**src/rtl/prime_candidate_gen_pkg.sv**
```systemverilog
// Shared types and helpers for the RSA prime-candidate path.
// Optional macro used by the candidate generator: PRIME_CAND_MOD3_FILTER_EN.
package rsa_rng_pkg;

    typedef enum logic [1:0] {IDLE, COLLECT, HOLD} cand_state_t;

    // OR-masks applied to the lowest and highest captured words.
    localparam logic       LO_FORCE = 1'b1;   // bit 0 of word 0 (odd)
    localparam logic [1:0] HI_FORCE = 2'b11;  // top two bits of word NW-1

    // Number of random words per candidate.
    function automatic int unsigned num_words(input int unsigned key_width,
                                              input int unsigned word_width);
        return key_width / word_width;
    endfunction

    // (a + b) mod 3 for a in 0..2 and b in 0..3.
    function automatic logic [1:0] mod3_add(input logic [1:0] a, input logic [1:0] b);
        logic [2:0] s;
        s = {1'b0, a} + {1'b0, b};
        return (s >= 3'd3) ? 2'(s - 3'd3) : s[1:0];
    endfunction

endpackage

```
**src/rtl/prime_candidate_gen_if.sv**
```systemverilog
// Candidate valid/ready hand-off from the generator to the primality tester.
interface prime_candidate_gen_if #(
    parameter int unsigned KEY_WIDTH = 512
);
    logic                 cand_valid;
    logic                 cand_ready;
    logic [KEY_WIDTH-1:0] cand_out;

    modport master (output cand_valid, output cand_out, input  cand_ready);
    modport slave  (input  cand_valid, input  cand_out, output cand_ready);
endinterface

```
**src/rtl/prime_candidate_gen_word_mod3.sv**
```systemverilog
// Combinational residue of one word modulo 3. Since 4 == 1 (mod 3), the
// residue is the mod-3 sum of the word's 2-bit digits.
module word_mod3
    import rsa_rng_pkg::*;
#(
    parameter int unsigned WORD_WIDTH = 32
) (
    input  logic [WORD_WIDTH-1:0] word,
    output logic [1:0]            residue
);

    // Fold 2-bit digits into a running mod-3 sum.
    always_comb begin
        residue = '0;
        for (int unsigned i = 0; i < WORD_WIDTH / 2; i++) begin
            residue = mod3_add(residue, word[2*i +: 2]);
        end
    end

endmodule

```
**src/rtl/prime_candidate_gen.sv**
```systemverilog
// Assembles KEY_WIDTH/WORD_WIDTH random words into one odd, full-width prime
// candidate and presents it over a valid/ready handshake.
// Optional macro: PRIME_CAND_MOD3_FILTER_EN discards candidates divisible by 3
// and exposes a saturating reject counter.
module prime_candidate_gen
    import rsa_rng_pkg::*;
#(
    parameter int unsigned WORD_WIDTH = 32,
    parameter int unsigned KEY_WIDTH  = 512
) (
    input  logic                  clk,
    input  logic                  rst_n,
    input  logic [WORD_WIDTH-1:0] rand_in,
    input  logic                  start,
    output logic                  busy,
    prime_candidate_gen_if.master cand
`ifdef PRIME_CAND_MOD3_FILTER_EN
    ,
    output logic [15:0]           reject_cnt
`endif
);

    localparam int unsigned NW = num_words(KEY_WIDTH, WORD_WIDTH);
    localparam int unsigned CW = $clog2(NW);
    localparam logic [CW-1:0] LAST = CW'(NW - 1);

    localparam logic [WORD_WIDTH-1:0] LO_MASK = {{(WORD_WIDTH-1){1'b0}}, LO_FORCE};
    localparam logic [WORD_WIDTH-1:0] HI_MASK = {HI_FORCE, {(WORD_WIDTH-2){1'b0}}};

    cand_state_t           state;
    logic [CW-1:0]         cnt;
    logic [WORD_WIDTH-1:0] forced_word;

    // Apply the odd / top-two-bit forcing to the lane being captured.
    always_comb begin
        forced_word = rand_in;
        if (cnt == '0)  forced_word = forced_word | LO_MASK;
        if (cnt == LAST) forced_word = forced_word | HI_MASK;
    end

`ifdef PRIME_CAND_MOD3_FILTER_EN
    logic [1:0]  word_res;
    logic [1:0]  res_q;
    logic [1:0]  res_sum;
    logic [15:0] reject_q;

    word_mod3 #(.WORD_WIDTH(WORD_WIDTH)) u_word_mod3 (
        .word    (forced_word),
        .residue (word_res)
    );

    // Running candidate residue; word 0 starts a fresh sum.
    always_comb begin
        res_sum = mod3_add((cnt == '0) ? 2'd0 : res_q, word_res);
    end

    assign reject_cnt = reject_q;
`endif

    // Main sequencer: IDLE -> COLLECT (NW words) -> HOLD until accepted.
    always_ff @(posedge clk) begin
        if (!rst_n) begin
            state           <= IDLE;
            cnt             <= '0;
            busy            <= 1'b0;
            cand.cand_valid <= 1'b0;
            cand.cand_out   <= '0;
`ifdef PRIME_CAND_MOD3_FILTER_EN
            res_q           <= '0;
            reject_q        <= '0;
`endif
        end else begin
            case (state)
                IDLE: begin
                    if (start) begin
                        state <= COLLECT;
                        cnt   <= '0;
                        busy  <= 1'b1;
                    end
                end
                COLLECT: begin
                    for (int unsigned k = 0; k < NW; k++) begin
                        if (cnt == CW'(k)) begin
                            cand.cand_out[k*WORD_WIDTH +: WORD_WIDTH] <= forced_word;
                        end
                    end
`ifdef PRIME_CAND_MOD3_FILTER_EN
                    res_q <= res_sum;
`endif
                    if (cnt == LAST) begin
`ifdef PRIME_CAND_MOD3_FILTER_EN
                        if (res_sum == 2'd0) begin
                            cnt <= '0;
                            if (reject_q != '1) reject_q <= reject_q + 16'd1;
                        end else begin
                            state           <= HOLD;
                            cand.cand_valid <= 1'b1;
                        end
`else
                        state           <= HOLD;
                        cand.cand_valid <= 1'b1;
`endif
                    end else begin
                        cnt <= cnt + CW'(1);
                    end
                end
                HOLD: begin
                    if (cand.cand_ready) begin
                        cand.cand_valid <= 1'b0;
                        if (start) begin
                            state <= COLLECT;
                            cnt   <= '0;
                        end else begin
                            state <= IDLE;
                            busy  <= 1'b0;
                        end
                    end
                end
                default: begin
                    state           <= IDLE;
                    busy            <= 1'b0;
                    cand.cand_valid <= 1'b0;
                end
            endcase
        end
    end

endmodule

```
**src/flat_wrapper.sv**
```systemverilog
// flat-port wrapper written by rule: the top's interface ports become plain ports
module prime_candidate_gen_flat import rsa_rng_pkg::*;
#(
    parameter int unsigned WORD_WIDTH = 32,
    parameter int unsigned KEY_WIDTH  = 512
)
  (clk, rst_n, rand_in, start, busy, cand_cand_valid, cand_cand_out, cand_cand_ready);
  prime_candidate_gen_if #(.KEY_WIDTH(KEY_WIDTH)) cand_i ();
  input  logic clk;
  input  logic rst_n;
  input  logic [WORD_WIDTH-1:0] rand_in;
  input  logic start;
  output logic busy;
  output wire logic [$bits(cand_i.cand_valid)-1:0] cand_cand_valid;
  output wire logic [$bits(cand_i.cand_out)-1:0] cand_cand_out;
  input wire logic [$bits(cand_i.cand_ready)-1:0] cand_cand_ready;
  assign cand_cand_valid = cand_i.cand_valid;
  assign cand_cand_out = cand_i.cand_out;
  assign cand_i.cand_ready = cand_cand_ready;
  prime_candidate_gen #(.WORD_WIDTH(WORD_WIDTH), .KEY_WIDTH(KEY_WIDTH)) u_core (.clk(clk), .rst_n(rst_n), .rand_in(rand_in), .start(start), .busy(busy), .cand(cand_i));
endmodule
```
**config.mk**
```make
export PLATFORM = sky130hd
export DESIGN_NAME = prime_candidate_gen_flat
export DESIGN_NICKNAME = d
export VERILOG_FILES = /design/src/rtl/prime_candidate_gen_pkg.sv /design/src/rtl/prime_candidate_gen_if.sv /design/src/rtl/prime_candidate_gen_word_mod3.sv /design/src/rtl/prime_candidate_gen.sv /design/src/flat_wrapper.sv
export SDC_FILE = /design/constraint.sdc
export NUM_CORES = 1
export LEC_CHECK = 0
export BUFFER_PORTS_ARGS = -buffer_cell sky130_fd_sc_hd__buf_2
export CAP_MARGIN = 30
export CORE_MARGIN = 1.5
export CORE_UTILIZATION = 35
export CTS_CLUSTER_DIAMETER = 150
export CTS_CLUSTER_SIZE = 24
export DETAILED_ROUTE_END_ITERATION = 12
export RECOVER_POWER = 50
export SYNTH_ARGS = -nofsm -noshare
export SYNTH_HDL_FRONTEND = slang
export SYNTH_SLANG_ARGS = --single-unit
```
**constraint.sdc**
```tcl
create_clock -name clk -period 1.9 [get_ports clk]
set_clock_uncertainty 0.15 [all_clocks]
set_input_delay 0.19 -clock clk [delete_from_list [all_inputs] [get_ports clk]]
set_output_delay 0.19 -clock clk [all_outputs]
set_load 0.03 [all_outputs]
```
### Word-level counts from Yosys, hierarchy flattened

Cells that the tools add are included.

| word-level totals | value |
|---|---|
| register bits | 520 |
| output and inout bits | 514 |
| word-level logic and storage cells | 86 |

| cells by class | value |
|---|---|
| add/subtract/negate cells | 1 |
| eq/ne operators | 22 |
| mux-type cells | 18 |
| bitwise operators | 2 |
| reductions and logical operators | 23 |

Operator list:

| cell | count |
|---|---|
| $eq A4 B4 Y1 const B | 8 |
| $mux W32 | 1 |
| $reduce_and A2 Y1 | 16 |
| $eq A4 B3 Y1 const B | 4 |
| $mux W4 | 3 |
| $pmux W4 S3 | 1 |
| $reduce_and A3 Y1 | 3 |
| $eq A4 B2 Y1 const B | 2 |
| $ne A2 B2 Y1 const B | 4 |
| $mux W1 | 7 |
| $mux W2 | 3 |
| $pmux W1 S3 | 2 |
| $pmux W2 S3 | 1 |
| $add A4 B1 Y4 const B | 1 |
| $eq A4 B1 Y1 const B | 1 |
| $logic_not A4 Y1 | 1 |
| $reduce_and A4 Y1 | 1 |
| $reduce_bool A3 Y1 | 1 |
| $eq A2 B1 Y1 const B | 1 |
| $eq A2 B2 Y1 const B | 1 |
| $logic_not A2 Y1 | 1 |
| $ne A2 B1 Y1 const B | 1 |
| $not A1 Y1 | 2 |

### Logic depth before layout (Yosys ltp)

| depth | value |
|---|---|
| depth in word-level cells | 3 |
| gate-level depth with buffers | 8 |
| depth with buffers taken out | 5 |

### Worst setup path before layout

No wires, ideal clock.

| timing path | value |
|---|---|
| path kind | reg-to-reg |
| from | reg u_core.cnt[0] |
| to | reg u_core.cand.cand_out[127] |
| arrival time | 1.601 ns |
| setup slack | 0.033 ns |
| cell stages (with the launch flop) | 9 |
| period minus slack after synthesis | 1.867 ns |
| cells stage by stage | dfxtp_1 -> ha_1 -> buf_2 -> and3_1 -> buf_2 -> nor2_1 -> buf_2 -> nand2_1 -> o211a_1 |

| on the way | value |
|---|---|
| word-level cells in the longest chain between the ends | 2 |
| elaborated cells between the ends (all ways) | 4 |

RTL lines:

| item | RTL line | text |
|---|---|---|
| start, declared | prime_candidate_gen.sv:31 | `logic [CW-1:0] cnt;` |
| start signal, assigned | prime_candidate_gen.sv:104 | `cnt <= cnt + CW'(1);` |
| $eq A4 B4 Y1 / $eq A4 B2 Y1 (equally long branches) | prime_candidate_gen.sv:38, prime_candidate_gen.sv:83 |  |
| $mux W32 / $reduce_and A2 Y1 (equally long branches) | - |  |
| end signal, assigned by index | prime_candidate_gen.sv:84 | `cand.cand_out[k*WORD_WIDTH +: WORD_WIDTH] <= forced_word;` |
| end, declared | prime_candidate_gen_if.sv:9 | `modport master (output cand_valid, output cand_out, input cand_ready);` |

Parallel ways exist; a longest one is shown, timed or not.
A chain may end at the register's enable or synchronous reset.

### Worst setup path after layout

| timing path | value |
|---|---|
| from | reg u_core.cnt[3] |
| to | reg u_core.cand.cand_out[259] |

| on the way | value |
|---|---|
| word-level cells in the longest chain between the ends | 2 |

RTL lines:

| item | RTL line | text |
|---|---|---|
| $eq A4 B4 Y1 | prime_candidate_gen.sv:83 | `if (cnt == CW'(k)) begin` |
| $reduce_and A2 Y1 (no source line) | - |  |

No other way between the ends.

==> flow_summary.toml <==
[sta]
fmax_mhz = 565.2
drv_slew = 0
worstMarginPinSlew_ns = 0.6571
whs_ns = 0.3069
min_period_over_period = 0.9313
hold_viol = 0
rsz0062_at_grt = "no"
setup_violations = 0
slew_headroom = 0.5620
period_needed_ns = 1.769
finalSetupTns_ns = 0

[worst_setup_path]
end_kind = "register"
critical_path_class = "register to register"
required_ns = 2.24
crit_fanout = 35
cp-start-kind = "register"
cp.arrival_ns = 2.11

[final_layout]
finalNetCount = 2810
layout-drive-gt1-share = 0.05345
layout-area-overhead-vs-synth_pct = 18.33

[power_and_ir_drop]
switching_share = 0.2436
power_frac_comb = 0.070
p_seq_frac = 0.606
power.density_nw_per_um2 = 767.7
power.internal_w = 0.01376
ir_drop_mv = 0.6360
p_leak_nw = 8.392
switching_power_w = 0.004432
clkPwrFrac = 0.324

[logic_synthesis]
ys_seq_elements = 520
syn_avg_cell_area_sq_um = 8.607
syn_inst = 2327
netlist.area_leader.share = 0.5197
synth_area_leaders = "dfxtp_1 (52%), nand2_1 (19%), a21boi_1 (14%), buf_6 (3.1%), a21boi_0 (3.0%)"
synth.distinct_cells = 33
ys_seq_area_frac = 0.5197
synth_nets = 2367
synthArstFlopShare = 0
yosysTopAreaCell = "dfxtp_1"
synth_edf_count = 0
ys_warn_count = 0
synth_flop_cell = "dfxtp_1"
synth_area_sq_um = 20030

[place]
hpwlAfterDp_mm = 47.68
place.gp.congestion = 0.8157
portBuffers = 549

[grt]
grt_max_degree = 73
grt_util_all_layers = 0.2252
grt_pass1_vias = 16211
gr-total-overflow = 0
grt_pass1_wl_mm = 102.3
grt_antenna_before_repair = 2

[detailed_routing]
routedWlPerCell_um = 19.76
wirelength_mm = 69.71
drc_errors = 0
vias = 17410
drt.antenna.violating_nets = 0
viasPerCell = 4.936
dr.first_iter.drc_count = 1350
dr.pass1.iters = 6

[cts]
clockRootBuffer = "clkbuf_16"
clk_path_buf_depth = 3
cts_tree = "done"
clk_latency_ns = 0.59
h-tree-depth = 1
clock-sinks = 520
cts_made_buffers = 25
clk_pin_slew_ns = 0.11

[die]
pin_count = 550
initial_utilization = 0.3545
die_h_um = 242.2
fp.dieW_um = 242.2
dieArea_sq_um = 58670
core_area_sq_um = 56500
num_rows = 87

[hold_path]
hold_class = "register to register"

[job]
drv_cap = 0

[run_status]
outcome = "finished clean"
==> cells in the mapped netlist (2+ instances only) <==
master and number:
a21boi_0 80, nand2_1 993, dfxtp_1 520, ha_1 4
buf_1 5, o21ai_0 3, a21boi_1 386, buf_4 21
and4bb_4 2, clkbuf_1 81, buf_2 75, nor2_1 6
nand2b_1 4, o211a_1 46, buf_6 56, and2_1 17
a21oi_1 4, nand3_1 2, inv_1 5, o21a_1 4
==> metal layers <==
metal	GRT usage	vias to the layer above	wire length [um]
li1	-	8275	-
met2	0.3667	695	31750
met5	0	-	0
met3	0.05639	92	5935
met4	0.05588	0	1788
met1	0.2979	8348	30240
==> power by group through the flow <==
stage	Clock [W]	Combinational, W	Sequential [W]
after floorplan	0	0.000610	0.0114
after global placement	0	0.00122	0.0113
after detailed placement	0	0.00123	0.0113
after CTS	0.00608	0.00129	0.0110
after global routing	0.00640	0.00135	0.0110
final	0.00589	0.00127	0.0110
==> final timing paths <==
| check | from | endpoint | slack (ns) | depth (start not counted) |
|---|---|---|---|---|
| max | u_core.cnt[3] | u_core.cand.cand_out[259] | 0.13 | 5 |
| min | u_core.cand.cand_out[17] | u_core.cand.cand_out[17] | 0.31 | 2 |
| max reg2reg | u_core.cnt[3] | u_core.cand.cand_out[259] | 0.13 | 5 |
| min reg2reg | u_core.cand.cand_out[17] | u_core.cand.cand_out[17] | 0.31 | 2 |
==> cells by family (layout without fill, tap and decap cells) <==
family | Yosys count | in the layout | share of synthesized area
buf+inv | 243 | 685 | 0.07515
flops | 520 | 520 | 0.5197
fa+ha+maj | 4 | 4 | 0.002499
simple gates | 1030 | 1030 | 0.1989
xor+xnor | 1 | 1 | 0.0004374
compound gates | 529 | 529 | 0.2033
other cells | 0 | 2 | 0
==> layout by cell type (no fill, tap or decap), drive strengths merged, types with 2 or more instances in the layout <==
master       instances
a21boi             466
a21oi                4
and2                17
and4bb               2
buf                106
clkbuf             538
dfxtp              520
diode                2
dlygate4sd3         35
ha                   4
inv                  6
nand2              993
nand2b               4
nand3                2
nor2                 6
o211a               46
o21a                 4
o21ai                3
==> through the flow <==
| stage | utilization | std cells | cell area, sq um | setup WS (ns) | total power, W |
|---|---|---|---|---|---|
| floorplan | - | 2327 | 20030 | 0.03254 | 0.01205 |
| global placement | 0.4130 | 3463 | 23330 | 0.1111 | 0.01249 |
| detailed placement | 0.4130 | 3463 | 23330 | 0.04127 | 0.01251 |
| CTS | 0.4304 | 3524 | 24320 | 0.01449 | 0.01839 |
| global route | 0.4195 | 3526 | 23700 | 0.005338 | 0.01878 |
| finish | 0.4195 | 3527 | 23700 | 0.1306 | 0.01820 |
==> registers in the layout (all words and copies together) (netlist names) <==
name / count
u_core.state: 2
u_core.cand.cand_valid: 1
u_core.busy: 1
u_core.cnt: 4
u_core.cand.cand_out: 512
==> critical path, stage by stage (launching register included) <==
cell and delay (ns):
dfxtp_1 0.46, and4bb_4 0.34, and2_1 0.23, buf_12 0.23, nand2_1 0.07, a21boi_0 0.18
==> area by class of cell <==
cell class	instances	area, sq um
Timing Repair Buffer	654	3552
Fill cell	5922	32790
Clock buffer	25	625.6
Sequential cell	520	10410
Inverter	5	18.77
Antenna cell	2	5.005
Multi-Input combinational cell	1564	8133
Clock inverter	1	8.758
Tap cell	756	945.9
==> repair_timing <==
item	in CTS	in global routing
hold endpoints to repair	472	0
buffers inserted	0	1
hold buffers	35	0
endpoints found under the setup margin	0	134
resized for setup	0	8
Power figures use the tool's default switching activity.
